**src/rtl/spi_pkg.sv**
```systemverilog
// Shared SPI definitions: default word width (common with the 12-bit
// transmitter), receiver state encodings and the counter sizing helper.
package spi_pkg;

    localparam int SPI_DATA_W      = 12;
    localparam int SPI_LEAD_EDGES  = 1;
    localparam int SPI_SYNC_STAGES = 2;

    localparam logic [1:0] ST_IDLE  = 2'd0;
    localparam logic [1:0] ST_LEAD  = 2'd1;
    localparam logic [1:0] ST_SHIFT = 2'd2;
    localparam logic [1:0] ST_TAIL  = 2'd3;

    typedef enum logic [1:0] {
        IDLE  = ST_IDLE,
        LEAD  = ST_LEAD,
        SHIFT = ST_SHIFT,
        TAIL  = ST_TAIL
    } rx_state_t;

    // One counter serves both the lead-edge count and the bit count, so it
    // must be wide enough for whichever limit is larger.
    function automatic int cnt_width(input int data_w, input int lead_edges);
        int top_val;
        top_val = (data_w > lead_edges) ? data_w : lead_edges;
        return $clog2(top_val + 1);
    endfunction

endpackage

```
**src/rtl/spi_rx_slave_if.sv**
```systemverilog
// Pin and consumer-side bundle of the SPI receive stage.
interface spi_rx_slave_if
    import spi_pkg::*;
#(
    parameter int DATA_W = SPI_DATA_W
);
    logic              cs;
    logic              sclk;
    logic              mosi;
    logic [DATA_W-1:0] dout;
    logic              dout_valid;
    logic              dout_ready;
    logic              busy;
    logic              frame_err;
    logic              overrun;

    // Transmitter + consumer side.
    modport master (
        output cs, sclk, mosi, dout_ready,
        input  dout, dout_valid, busy, frame_err, overrun
    );

    // Receiver side.
    modport slave (
        input  cs, sclk, mosi, dout_ready,
        output dout, dout_valid, busy, frame_err, overrun
    );
endinterface

```
**src/rtl/spi_sync_edge.sv**
```systemverilog
// N-stage synchroniser with one history flop and rise/fall event outputs.
module spi_sync_edge #(
    parameter int   STAGES    = 2,
    parameter logic RESET_VAL = 1'b0
) (
    input  logic clk,
    input  logic rst_n,
    input  logic d_i,
    output logic sync_o,
    output logic rise_o,
    output logic fall_o
);
    logic [STAGES-1:0] sync_q;
    logic              hist_q;

    // Shift the asynchronous pin through the chain; history trails the output by one clk.
    always_ff @(posedge clk) begin
        if (!rst_n) begin
            sync_q <= {STAGES{RESET_VAL}};
            hist_q <= RESET_VAL;
        end else begin
            sync_q <= {sync_q[STAGES-2:0], d_i};
            hist_q <= sync_q[STAGES-1];
        end
    end

    assign sync_o = sync_q[STAGES-1];
    assign rise_o = ~hist_q & sync_o;
    assign fall_o = hist_q & ~sync_o;

endmodule

```
**src/rtl/spi_rx_slave.sv**
```systemverilog
// Oversampling SPI receiver: reassembles LSB-first words from cs/sclk/mosi
// and holds each completed word on a valid/ready register.
module spi_rx_slave
    import spi_pkg::*;
#(
    parameter int DATA_W      = SPI_DATA_W,
    parameter int LEAD_EDGES  = SPI_LEAD_EDGES,
    parameter int SYNC_STAGES = SPI_SYNC_STAGES
) (
    input logic           clk,
    input logic           rst_n,
    spi_rx_slave_if.slave bus
);
    localparam int CNT_W    = cnt_width(DATA_W, LEAD_EDGES);
    localparam int SETTLE_W = $clog2(SYNC_STAGES + 1);

    logic cs_sync, cs_rise, cs_fall;
    logic sclk_fall, sclk_sync_unused, sclk_rise_unused;
    logic mosi_sync;

    spi_sync_edge #(.STAGES(SYNC_STAGES), .RESET_VAL(1'b1)) u_cs_sync (
        .clk    (clk),
        .rst_n  (rst_n),
        .d_i    (bus.cs),
        .sync_o (cs_sync),
        .rise_o (cs_rise),
        .fall_o (cs_fall)
    );

    spi_sync_edge #(.STAGES(SYNC_STAGES), .RESET_VAL(1'b0)) u_sclk_sync (
        .clk    (clk),
        .rst_n  (rst_n),
        .d_i    (bus.sclk),
        .sync_o (sclk_sync_unused),
        .rise_o (sclk_rise_unused),
        .fall_o (sclk_fall)
    );

    // mosi uses the same depth as sclk so the bit seen with sclk_fall is the
    // one the pin held when sclk fell.
    logic [SYNC_STAGES-1:0] mosi_q;

    // Plain synchroniser chain for mosi (no edge detection needed).
    always_ff @(posedge clk) begin
        if (!rst_n) begin
            mosi_q <= '0;
        end else begin
            mosi_q <= {mosi_q[SYNC_STAGES-2:0], bus.mosi};
        end
    end

    assign mosi_sync = mosi_q[SYNC_STAGES-1];

    // A reset taken while cs is low would make the synchronised cs fall from
    // its idle reset value and look like a new frame. Frames are only
    // accepted once the chain holds real samples and cs has been seen high.
    logic [SETTLE_W-1:0] settle_q;
    logic                armed_q;

    // Track synchroniser fill after reset and arm on the first idle-high cs.
    always_ff @(posedge clk) begin
        if (!rst_n) begin
            settle_q <= '0;
            armed_q  <= 1'b0;
        end else begin
            if (settle_q != SETTLE_W'(SYNC_STAGES)) begin
                settle_q <= settle_q + 1'b1;
            end
            if ((settle_q == SETTLE_W'(SYNC_STAGES)) && cs_sync) begin
                armed_q <= 1'b1;
            end
        end
    end

    rx_state_t         state_q, state_d;
    logic [CNT_W-1:0]  cnt_q, cnt_d, cnt_inc;
    logic [DATA_W-1:0] sr_q, sr_d;
    logic [DATA_W-1:0] dout_q, dout_d;
    logic              dout_valid_q, dout_valid_d;
    logic              frame_err_q, frame_err_d;
    logic              overrun_q, overrun_d;
    logic              accept;

    // State and datapath registers.
    always_ff @(posedge clk) begin
        if (!rst_n) begin
            state_q      <= IDLE;
            cnt_q        <= '0;
            sr_q         <= '0;
            dout_q       <= '0;
            dout_valid_q <= 1'b0;
            frame_err_q  <= 1'b0;
            overrun_q    <= 1'b0;
        end else begin
            state_q      <= state_d;
            cnt_q        <= cnt_d;
            sr_q         <= sr_d;
            dout_q       <= dout_d;
            dout_valid_q <= dout_valid_d;
            frame_err_q  <= frame_err_d;
            overrun_q    <= overrun_d;
        end
    end

    // Next-state logic: frame sequencing, word completion and handshake.
    always_comb begin
        state_d      = state_q;
        cnt_d        = cnt_q;
        sr_d         = sr_q;
        dout_d       = dout_q;
        accept       = dout_valid_q & bus.dout_ready;
        dout_valid_d = dout_valid_q & ~accept;
        frame_err_d  = 1'b0;
        overrun_d    = overrun_q;
        cnt_inc      = cnt_q + 1'b1;

        case (state_q)
            IDLE: begin
                if (cs_fall && armed_q) begin
                    cnt_d = '0;
                    if (LEAD_EDGES == 0) begin
                        state_d = SHIFT;
                    end else begin
                        state_d = LEAD;
                    end
                end
            end
            LEAD: begin
                // cs_rise takes priority over a coincident sclk edge.
                if (cs_rise) begin
                    state_d     = IDLE;
                    frame_err_d = 1'b1;
                end else if (sclk_fall) begin
                    if (cnt_inc == CNT_W'(LEAD_EDGES)) begin
                        state_d = SHIFT;
                        cnt_d   = '0;
                    end else begin
                        cnt_d = cnt_inc;
                    end
                end
            end
            SHIFT: begin
                if (cs_rise) begin
                    state_d     = IDLE;
                    frame_err_d = 1'b1;
                end else if (sclk_fall) begin
                    sr_d  = {mosi_sync, sr_q[DATA_W-1:1]};
                    cnt_d = cnt_inc;
                    if (cnt_inc == CNT_W'(DATA_W)) begin
                        state_d = TAIL;
                    end
                end
            end
            TAIL: begin
                // The trailing sclk edge is ignored; only cs_rise matters.
                if (cs_rise) begin
                    state_d = IDLE;
                    if (!dout_valid_q || accept) begin
                        dout_d       = sr_q;
                        dout_valid_d = 1'b1;
                    end else begin
                        overrun_d = 1'b1;
                    end
                end
            end
            default: begin
                state_d = IDLE;
            end
        endcase
    end

    assign bus.dout       = dout_q;
    assign bus.dout_valid = dout_valid_q;
    assign bus.frame_err  = frame_err_q;
    assign bus.overrun    = overrun_q;
    assign bus.busy       = (state_q != IDLE);

endmodule

```
**src/flat_wrapper.sv**
```systemverilog
// flat-port wrapper written by rule: the top's interface ports become plain ports
module spi_rx_slave_flat import spi_pkg::*;
#(
    parameter int DATA_W      = SPI_DATA_W,
    parameter int LEAD_EDGES  = SPI_LEAD_EDGES,
    parameter int SYNC_STAGES = SPI_SYNC_STAGES
)
  (clk, rst_n, bus_cs, bus_sclk, bus_mosi, bus_dout_ready, bus_dout, bus_dout_valid, bus_busy, bus_frame_err, bus_overrun);
  spi_rx_slave_if #(.DATA_W(DATA_W)) bus_i ();
  input logic clk;
  input logic rst_n;
  input wire logic [$bits(bus_i.cs)-1:0] bus_cs;
  input wire logic [$bits(bus_i.sclk)-1:0] bus_sclk;
  input wire logic [$bits(bus_i.mosi)-1:0] bus_mosi;
  input wire logic [$bits(bus_i.dout_ready)-1:0] bus_dout_ready;
  output wire logic [$bits(bus_i.dout)-1:0] bus_dout;
  output wire logic [$bits(bus_i.dout_valid)-1:0] bus_dout_valid;
  output wire logic [$bits(bus_i.busy)-1:0] bus_busy;
  output wire logic [$bits(bus_i.frame_err)-1:0] bus_frame_err;
  output wire logic [$bits(bus_i.overrun)-1:0] bus_overrun;
  assign bus_i.cs = bus_cs;
  assign bus_i.sclk = bus_sclk;
  assign bus_i.mosi = bus_mosi;
  assign bus_i.dout_ready = bus_dout_ready;
  assign bus_dout = bus_i.dout;
  assign bus_dout_valid = bus_i.dout_valid;
  assign bus_busy = bus_i.busy;
  assign bus_frame_err = bus_i.frame_err;
  assign bus_overrun = bus_i.overrun;
  spi_rx_slave #(.DATA_W(DATA_W), .LEAD_EDGES(LEAD_EDGES), .SYNC_STAGES(SYNC_STAGES)) u_core (.clk(clk), .rst_n(rst_n), .bus(bus_i));
endmodule
```
**config.mk**
```make
export PLATFORM = sky130hd
export DESIGN_NAME = spi_rx_slave_flat
export DESIGN_NICKNAME = d
export VERILOG_FILES = /design/src/rtl/spi_pkg.sv /design/src/rtl/spi_rx_slave_if.sv /design/src/rtl/spi_sync_edge.sv /design/src/rtl/spi_rx_slave.sv /design/src/flat_wrapper.sv
export SDC_FILE = /design/constraint.sdc
export NUM_CORES = 1
export LEC_CHECK = 0
export BUFFER_PORTS_ARGS = -buffer_cell sky130_fd_sc_hd__buf_2
export CORE_ASPECT_RATIO = 2
export CORE_MARGIN = 8
export CORE_UTILIZATION = 55
export DETAILED_ROUTE_END_ITERATION = 7
export PLACE_DENSITY = 0.76
export SYNTH_ARGS = -nofsm -noshare
export SYNTH_HDL_FRONTEND = slang
export SYNTH_SLANG_ARGS = --single-unit
```
**constraint.sdc**
```tcl
create_clock -name clk -period 2.6 [get_ports clk]
set_clock_uncertainty 0.1 [all_clocks]
set_input_delay 0.26 -clock clk [delete_from_list [all_inputs] [get_ports clk]]
set_output_delay 0.26 -clock clk [all_outputs]
set_load 0.02 [all_outputs]
```
# Word-level counts from Yosys, hierarchy flattened
# Index checks and enable logic that the tools add are counted.
# op_classes
mux,20
bitwise_logic,11
addsub,2
n_eq_ne,17
reduce_logical,14
# ops
operator,count
$mux W4,6
$mux W2,8
$ne A3 B1 Y1 const B,4
$pmux W4 S3,1
$reduce_and A6 Y1,2
$reduce_and A3 Y1,3
$ne A2 B1 Y1 const B,4
$pmux W2 S4,1
$eq A2 B2 Y1 const B,3
$ne A2 B2 Y1 const B,3
$not A1 Y1,6
$and A1 B1 Y1,5
$add A4 B1 Y4 const B,1
$eq A4 B1 Y1 const B,1
$eq A4 B4 Y1 const B,1
$mux W1,4
$reduce_bool A3 Y1,1
$add A2 B1 Y2 const B,1
$eq A2 B1 Y1 const B,1
$logic_and A1 B1 Y1,2
$logic_not A2 Y1,1
$reduce_and A2 Y1,1
$reduce_bool A2 Y1,1
$reduce_or A2 Y1,1
other kinds (2),2
# totals
word_cells,78
out_inout_bits,16
register_bits,44

# Logic depth before layout (Yosys ltp)
# Gate-level depths: netlist of the first run.
# logic_depth
depth_word,6
ltp_mapped,9
depth_no_buf,7

# Modules after synthesis
# Synthesis of the first run repeated with hierarchy kept, for this count alone.
# hier_totals
hier_cells,221
area_unflattened_um2,1921.8
# modules_own_cells
mod,seq_area_each_um2,area_each_um2,instances,cells_per_inst
spi_rx_slave,760.7,1739.2,1,205
spi_sync_edge,60.1,91.3,2,8

# Worst setup path before layout of the first run
# OpenSTA, ideal clock, no wires.
# synth_path
kind,reg-to-reg
from,reg u_core.state_q[0]
to,reg u_core.state_q[0]
period_less_slack_ns,2.023
setup_time_ns,0.122
t_arrival_ns,1.802
required_ns,2.378
setup_slack_ns,0.577
path_stages_with_launch,9
n_path_buf,2
path_cell_list,dfxtp_1 > inv_1 > ha_1 > buf_6 > or2_1 > buf_6 > a211o_1 > a211o_1 > o311a_1
# synth_via
elab_chain_len,3
word_cells_on_any_way,12
# synth_lines
element,line_no,source
"start, declared",spi_rx_slave.sv:75,"rx_state_t state_q, state_d;"
"start signal, assigned",spi_rx_slave.sv:95,state_q <= state_d;
"$eq A2 B2 Y1, or another cell as far along",spi_rx_slave.sv:117,case (state_q)
$ne A3 B1 Y1 (no source line) / $ne A2 B1 Y1 (equally long branches),-,
$reduce_and A6 Y1 (no source line),-,
# Parallel ways exist; a longest one is shown, timed or not.
# A chain may end at the register's enable or synchronous reset.

# Final worst setup path of the first run
# layout_path
from,reg u_core.state_q[1]
to,reg u_core.state_q[0]
# The elaborated chain is that of the path after synthesis.

==> reports/metrics.cfg, run 1 <==
[finish]
drive_gt1_share_pct=13.5
fin_nets=236
final_cell_mix=dfxtp_1 (44), nor2_1 (22), buf_2 (21)
mostFrequentLayoutCell=dfxtp_1
final_core_util_pct=63.2
antenna_cells=0
syn_to_final_growth_pct=9.70

[synth]
ys_ff_latch=44
synth-seq-area-share_pct=48.4
synth-main-ff-cell=dfxtp_1
netlist_instances=203
synth_nets=217
synth_edf_count=0
avgSynthCellArea_sq_um=8.96
synth_cell_types=33
syn_area_sq_um=1820
async_flop_share_pct=0
yosysWarningCount=0

[sta]
setup_tns_ns=0
slew_violations=0
setup_viol=0
min_period_ns=2.12
fmax_ghz=0.473
finalHoldViolations=0
tightest_slew_ns=0.963
fin_ws_ns=0.484
relSlewSlack_pct=35.7
post-route-period-util_pct=81.4
holdWs_ns=0.0467
rsz0062_at_grt=false

[routing]
viasPerCell=5.92
routed_wl_microns=3880
route.vias.total=1499
drtAntennaViolNets=0
wl_per_cell_microns=15.3
drc=0
initialDrtViolationCount=50
detail_route.first_pass.iterations=4

[worst_setup_path]
critical_path_arrival_ns=2.25
max_stage_delay_ns=0.43
slowest_stage=dfxtp_1
path_buf_inv=1
cp_top_family=compound AO/OA/AOI/OAI gates
crit_required_ns=2.74
startpoint_type=flip-flop
endpoint_kind=flip-flop
worstPathCellList=inv_1, ha_1, or2_1, a21oi_1, o21ai_0, a221oi_1, o311a_1
path_class=reg -> reg
worstPathMaxFanout=6

[floorplan]
die_h_microns=97.3
core-area_sq_um=3160
fp.dieW_microns=56.7
start_util_pct=57.6
rows=29
dieArea_sq_um=5520
design.portCount=22

[pwr]
fin_total_pwr_uw=1270
p_leak_uw=0.000797
p_per_area_nw_per_um2=634
peakVddDrop_uv=479

[placement]
pre_cts_slack_ns=0.545
port_buffers=21
dpl.hpwl_microns=2800
gp_congestion=0.930

[global_route]
grt_overflow_total=0
antenna_found_initial=0
grt_pass1_wl_microns=6530
grt_pass1_vias=1500
grt_max_degree=34
grtUsageTotal_pct=14.2

[cts]
clock-sinks=44
worstSkewPairLatency_ns=0.29
cts-resized-gates=0
postCtsSetupBuffers=0
cts_buffer_depth=2
cts_buffers=5
root_buffer=clkbuf_8
clkTransAtPathRegs_ns=0.07
cts_tree=yes
ctsHoldBuffers=0
h-tree-depth=2

[hold_path]
worstHoldPathType=in -> reg

[flow_run]
drv_cap=0

[status]
status=complete, no violations

==> state kept, by name, summed over array words and instances (netlist names) <==
| register | count |
|---|---|
| u_core.state_q | 2 |
| u_core.cnt_q | 4 |
| u_core.u_sclk_sync.sync_q | 2 |
| u_core.bus.dout_valid | 1 |
| u_core.u_cs_sync.hist_q | 1 |
| u_core.armed_q | 1 |
| u_core.bus.overrun | 1 |
| u_core.u_cs_sync.sync_q | 2 |
| u_core.bus.dout | 12 |
| u_core.bus.frame_err | 1 |
| u_core.mosi_q | 2 |
| u_core.u_sclk_sync.hist_q | 1 |
| u_core.settle_q | 2 |
| u_core.sr_q | 12 |
==> final timing paths <==
path	start	end	slack [ns]	cells after the start
min	bus_cs	u_core.u_cs_sync.sync_q[0]$_SDFF_PN1_	0.05	2
max	u_core.state_q[1]$_SDFFE_PN0P_	u_core.state_q[0]$_SDFFE_PN0P_	0.48	7
min reg2reg	u_core.u_cs_sync.sync_q[0]$_SDFF_PN1_	u_core.u_cs_sync.sync_q[1]$_SDFF_PN1_	0.33	1
max reg2reg	u_core.state_q[1]$_SDFFE_PN0P_	u_core.state_q[0]$_SDFFE_PN0P_	0.48	7
==> layer usage <==
layer / share of wire (%) / vias up / GRT usage, %
met2: 55 / 41 / 27.4
met5: 0 / - / 0
met4: 2.5 / 0 / 6.70
met3: 5.4 / 11 / 4.19
li1: - / 730 / -
met1: 37 / 717 / 12.4
==> stage by stage <==
step | std cells | area [sq um]
CTS | 253 | 2000
global placement | 246 | 1920
detailed placement | 246 | 1920
finish | 253 | 2000
global route | 253 | 2000
floorplan | 203 | 1820
==> layout make-up <==
type | count | area, sq um
fill | 276 | 1160
sequential | 44 | 881
multi-input combinational | 140 | 848
timing repair buffer | 23 | 120
clock buffer | 6 | 72.6
tap | 31 | 38.8
inverter | 8 | 30.0
clock inverter | 1 | 5.00
==> cells in the mapped netlist, types with 2 or more instances <==
cell type | instances | area (sq um)
dfxtp_1 | 44 | 881
nor2_1 | 22 | 82.6
a21oi_1 | 20 | 100
nand2_1 | 20 | 75.1
nand3_1 | 17 | 85.1
mux2i_1 | 13 | 130
clkbuf_1 | 8 | 30.0
ha_1 | 8 | 100
inv_1 | 8 | 30.0
and2_1 | 6 | 37.5
nand2b_1 | 6 | 37.5
o21ai_0 | 4 | 20.0
and3_1 | 3 | 18.8
nand3b_1 | 3 | 22.5
a211o_1 | 2 | 17.5
buf_6 | 2 | 22.5
==> worst reg2reg max path: cells and delay by family, from the launching register on <==
| family | cells | cell delay, ns |
|---|---|---|
| compound gates | 4 | 0.87 |
| fa+ha+maj | 1 | 0.25 |
| buf+inv | 1 | 0.11 |
| flops | 1 | 0.43 |
| simple gates | 1 | 0.30 |
==> cells by family after synthesis <==
| logic type | Yosys count | share of synthesized area, % |
|---|---|---|
| simple gates | 83 | 21.9 |
| flops | 44 | 48.4 |
| compound gates | 35 | 11.6 |
| buf+inv | 19 | 4.95 |
| mux | 13 | 7.15 |
| fa+ha+maj | 8 | 5.50 |
| xor+xnor | 1 | 0.482 |
==> power by group <==
| group | total [uW] | leakage, uW | internal, uW | switching (uW) |
|---|---|---|---|---|
| clock network | 397 | 0.0000410 | 183 | 214 |
| registers | 719 | 0.000357 | 702 | 16.9 |
| logic | 150 | 0.000399 | 58.1 | 92.3 |
| total | 1270 | 0.000797 | 942 | 323 |
Power figures use the tool's default switching activity.
==> run 2, diff against run 1 <==
--- a/config.mk
+++ b/config.mk
@@ -5,6 +5,7 @@
 export SDC_FILE = /design/constraint.sdc
 export NUM_CORES = 1
 export LEC_CHECK = 0
+export ABC_AREA = 1
 export BUFFER_PORTS_ARGS = -buffer_cell sky130_fd_sc_hd__buf_2
 export CORE_ASPECT_RATIO = 2
 export CORE_MARGIN = 8
==> constraint.sdc (replaced) <==
create_clock -name clk -period 2 [get_ports clk]
set_clock_uncertainty 0.1 [all_clocks]
set_input_delay 0.2 -clock clk [delete_from_list [all_inputs] [get_ports clk]]
set_output_delay 0.2 -clock clk [all_outputs]
set_load 0.02 [all_outputs]
==> run 2 against run 1 <==
  * Cell count is 17% higher
  * Setup slack worse by 0.28 ns
  * Clock power is 96% higher
  * Critical path depth stayed put
  * Via count hardly changed
  * Area after synthesis is 1.3% higher
  * Wire length is 11% lower
  * Count of clock-buffer cells in the layout is 1 lower
  * Die area is 1.0% higher
  * Total power is 71% higher
  * Synthesized cell count is 18% higher
  * Critical path type unchanged
  * Largest power group unchanged
==> reports/metrics.cfg, run 2 <==
[status]
status=complete, no violations  ; unchanged

[finish]
mostFrequentLayoutCell=nor2_1  ; was dfxtp_1
final_cell_mix=nor2_1 (52), dfxtp_1 (44), nand2_1 (30)  ; was dfxtp_1 (44), nor2_1 (22), buf_2 (21)
fin_nets=278  ; was 236
final_cell_area_sq_um=2110  ; was 2000 sq um
final_core_util_pct=63.9  ; was 63.2%
nFillCells=283  ; was 276
syn_to_final_growth_pct=14.6  ; was 9.70%
drive_gt1_share_pct=21.2  ; was 13.5%
regArea_sq_um=881  ; unchanged
antenna_cells=0  ; unchanged
multi_input_area_sq_um=801  ; was 848 sq um

[global_route]
grt_use_met1_pct=15.0  ; was 12.4%
busiest_layer=met2  ; unchanged
grt_pass1_wl_microns=6240  ; was 6530 microns
grtUsageTotal_pct=13.3  ; was 14.2%
grt_max_degree=21  ; was 34
use_met2_pct=21.5  ; was 27.4%
grt_pass1_vias=1466  ; was 1500
antenna_found_initial=0  ; unchanged
grt_overflow_total=0  ; unchanged
met3_usage_pct=4.81  ; was 4.19%

[worst_setup_path]
endpoint_kind=flip-flop  ; unchanged
cp_top_family=simple AND/OR/NAND/NOR gates  ; was compound AO/OA/AOI/OAI gates
slowest_stage=dfxtp_1  ; unchanged
path_class=reg -> reg  ; unchanged
critical_path_arrival_ns=1.89  ; was 2.25 ns
r2r-start=u_core.state_q[0]$_SDFFE_PN0P_  ; was u_core.state_q[1]$_SDFFE_PN0P_
worstPathCellList=inv_1, ha_1, nand2_2, nor2_2, inv_1, nor2_1, nor2_1  ; was inv_1, ha_1, or2_1, a21oi_1, o21ai_0, a221oi_1, o311a_1
startpoint=u_core.state_q[0]$_SDFFE_PN0P_  ; was u_core.state_q[1]$_SDFFE_PN0P_
crit_required_ns=2.09  ; was 2.74 ns
startpoint_type=flip-flop  ; unchanged
worstPathMaxFanout=13  ; was 6
max_stage_delay_ns=0.35  ; was 0.43 ns
path_buf_inv=2  ; was 1

[routing]
initialDrtViolationCount=24  ; was 50
viasPerCell=5.06  ; was 5.92
drtAntennaViolNets=0  ; unchanged
route.vias.total=1498  ; was 1499
routed_wl_microns=3440  ; was 3880 microns
drc=0  ; unchanged
detail_route.first_pass.iterations=4  ; unchanged
wl_per_cell_microns=11.6  ; was 15.3 microns

[sta]
relSlewSlack_pct=72.3  ; was 35.7%
min_period_ns=1.80  ; was 2.12 ns
post-route-period-util_pct=89.9  ; was 81.4%
rsz0062_at_grt=false  ; unchanged
setup_tns_ns=0  ; unchanged
tightest_slew_ns=0.415  ; was 0.963 ns
slew_violations=0  ; unchanged
finalHoldViolations=0  ; unchanged
fmax_ghz=0.556  ; was 0.473 GHz
setup_viol=0  ; unchanged

[cts]
worstSkewPairLatency_ns=0.30  ; was 0.29 ns
clkTransAtPathRegs_ns=0.08  ; was 0.07 ns
cts-resized-gates=0  ; unchanged
clock-sinks=44  ; unchanged
cts_tree=yes  ; unchanged
h-tree-depth=2  ; unchanged
postCtsSetupBuffers=0  ; unchanged
cts_buffers=5  ; unchanged
root_buffer=clkbuf_8  ; unchanged
cts_buffer_depth=2  ; unchanged

[placement]
dpl.hpwl_microns=2490  ; was 2800 microns
placed_area_sq_um=1950  ; was 1920 sq um
gp_congestion=0.900  ; was 0.930
port_buffers=21  ; unchanged

[synth]
synth-seq-area-share_pct=47.8  ; was 48.4%
ys_top_cells_by_count=nor2_1 (52), dfxtp_1 (44), nand2_1 (30), o21ai_0 (26), inv_1 (25)  ; was dfxtp_1 (44), nor2_1 (22), a21oi_1 (20), nand2_1 (20), nand3_1 (17)
syn_area_sq_um=1840  ; was 1820 sq um
async_flop_share_pct=0  ; unchanged
ys_ff_latch=44  ; unchanged
synth_area_leaders=dfxtp_1 (48%), nor2_1 (11%), o21ai_0 (7.1%)  ; was dfxtp_1 (48%), mux2i_1 (7.2%), a21oi_1 (5.5%)
yosysWarningCount=0  ; unchanged
yosysTopAreaCell=dfxtp_1  ; unchanged
avgSynthCellArea_sq_um=7.71  ; was 8.96 sq um
netlist_instances=239  ; was 203
synth-main-ff-cell=dfxtp_1  ; unchanged
netlist.area_leader.share_pct=47.8  ; was 48.4%
synth_nets=253  ; was 217
synth_cell_types=22  ; was 33
synth_edf_count=0  ; unchanged
yosysMostFrequentCell=nor2_1  ; was dfxtp_1

[floorplan]
fp.dieW_microns=56.9  ; was 56.7 microns
rows=30  ; was 29
dieArea_sq_um=5570  ; was 5520 sq um
start_util_pct=55.8  ; was 57.6%
design.portCount=22  ; unchanged
die_h_microns=97.9  ; was 97.3 microns
core-area_sq_um=3300  ; was 3160 sq um

[hold_path]
worstHoldPathType=in -> reg  ; unchanged
min_from=bus_dout_ready  ; was bus_cs

[pwr]
peakVddDrop_uv=687  ; was 479 uV
p_per_area_nw_per_um2=1020  ; was 634 nW/um^2
fin_total_pwr_uw=2160  ; was 1270 uW
p_leak_uw=0.00111  ; was 0.000797 uW

[flow_run]
drv_cap=0  ; unchanged

## run 2: cell types whose count changed after synthesis, sizes merged, moves of 11 or more
cell	before	now
a21oi	20	9
mux2i	13	0
nor2	23	66
o21ai	4	27
inv	8	29
nand2	20	34
## run 2: worst register-to-register path, cell delays in order (launching register included)
cell and delay [ns]:
dfxtp_1 0.35, inv_1 0.11, ha_1 0.23, nand2_2 0.08, nor2_2 0.33, inv_1 0.28
nor2_1 0.16, nor2_1 0.06
## run 2: area by class of cell
cell class / instances / area share [%]
repair buffers: 26 / 7.11
flip-flops and latches: 44 / 41.7
inverters: 29 / 5.27
well taps: 32 / 1.90
multi-input cells: 158 / 37.9
clock inverters: 2 / 2.84
clock buffers: 5 / 3.26
## run 2: cell families (layout without fill, tap and decap cells)
logic type	count (synthesis)	after routing	share of synthesized area (%)
AO/OA/AOI/OAI	37	37	10.1
adder cells (fa/ha/maj)	8	8	5.43
buffers and inverters	37	62	8.76
flip-flops	44	44	47.8
AND/OR/NAND/NOR	113	113	27.9
## run 2: worst paths after layout
| check | end | slack (ns) | cells past startpoint |
|---|---|---|---|
| worst max-delay path | u_core.sr_q[6]$_SDFFE_PN0P_ | 0.20 | 7 |
| worst min register to register | u_core.mosi_q[1]$_SDFF_PN0_ | 0.31 | 2 |
| worst min-delay path | u_core.bus.dout_valid$_SDFF_PN0_ | 0.12 | 4 |
| worst max register to register | u_core.sr_q[6]$_SDFFE_PN0P_ | 0.20 | 7 |
## run 2: timing repair
item | 4_1_cts | 5_1_grt
hold endpoints to repair | 3 | 0
hold buffers | 3 | 0
setup endpoints to repair | 0 | 0
## run 2: routing by layer
metal / wire length [microns] / part of all wire (%)
met1: 1490 / 43
met5: 0 / 0
met4: 65 / 1.9
met3: 186 / 5.4
met2: 1710 / 50
## run 2: per-stage QoR
stage,hold WS (ns),setup WS [ns],cells
2_1_floorplan,0.198,0.538,239
3_3_place_gp,0.284,0.334,286
3_5_place_dp,0.287,0.221,286
4_1_cts,0.111,0.209,296
5_1_grt,0.138,0.0233,296
6_report,0.121,0.202,296
## run 2: power by group
part           internal, uW  switching [uW]  total, uW
Clock                   491             286        777
Combinational           146             274        420
Sequential              929            37.5        967
Total                  1570             597       2160
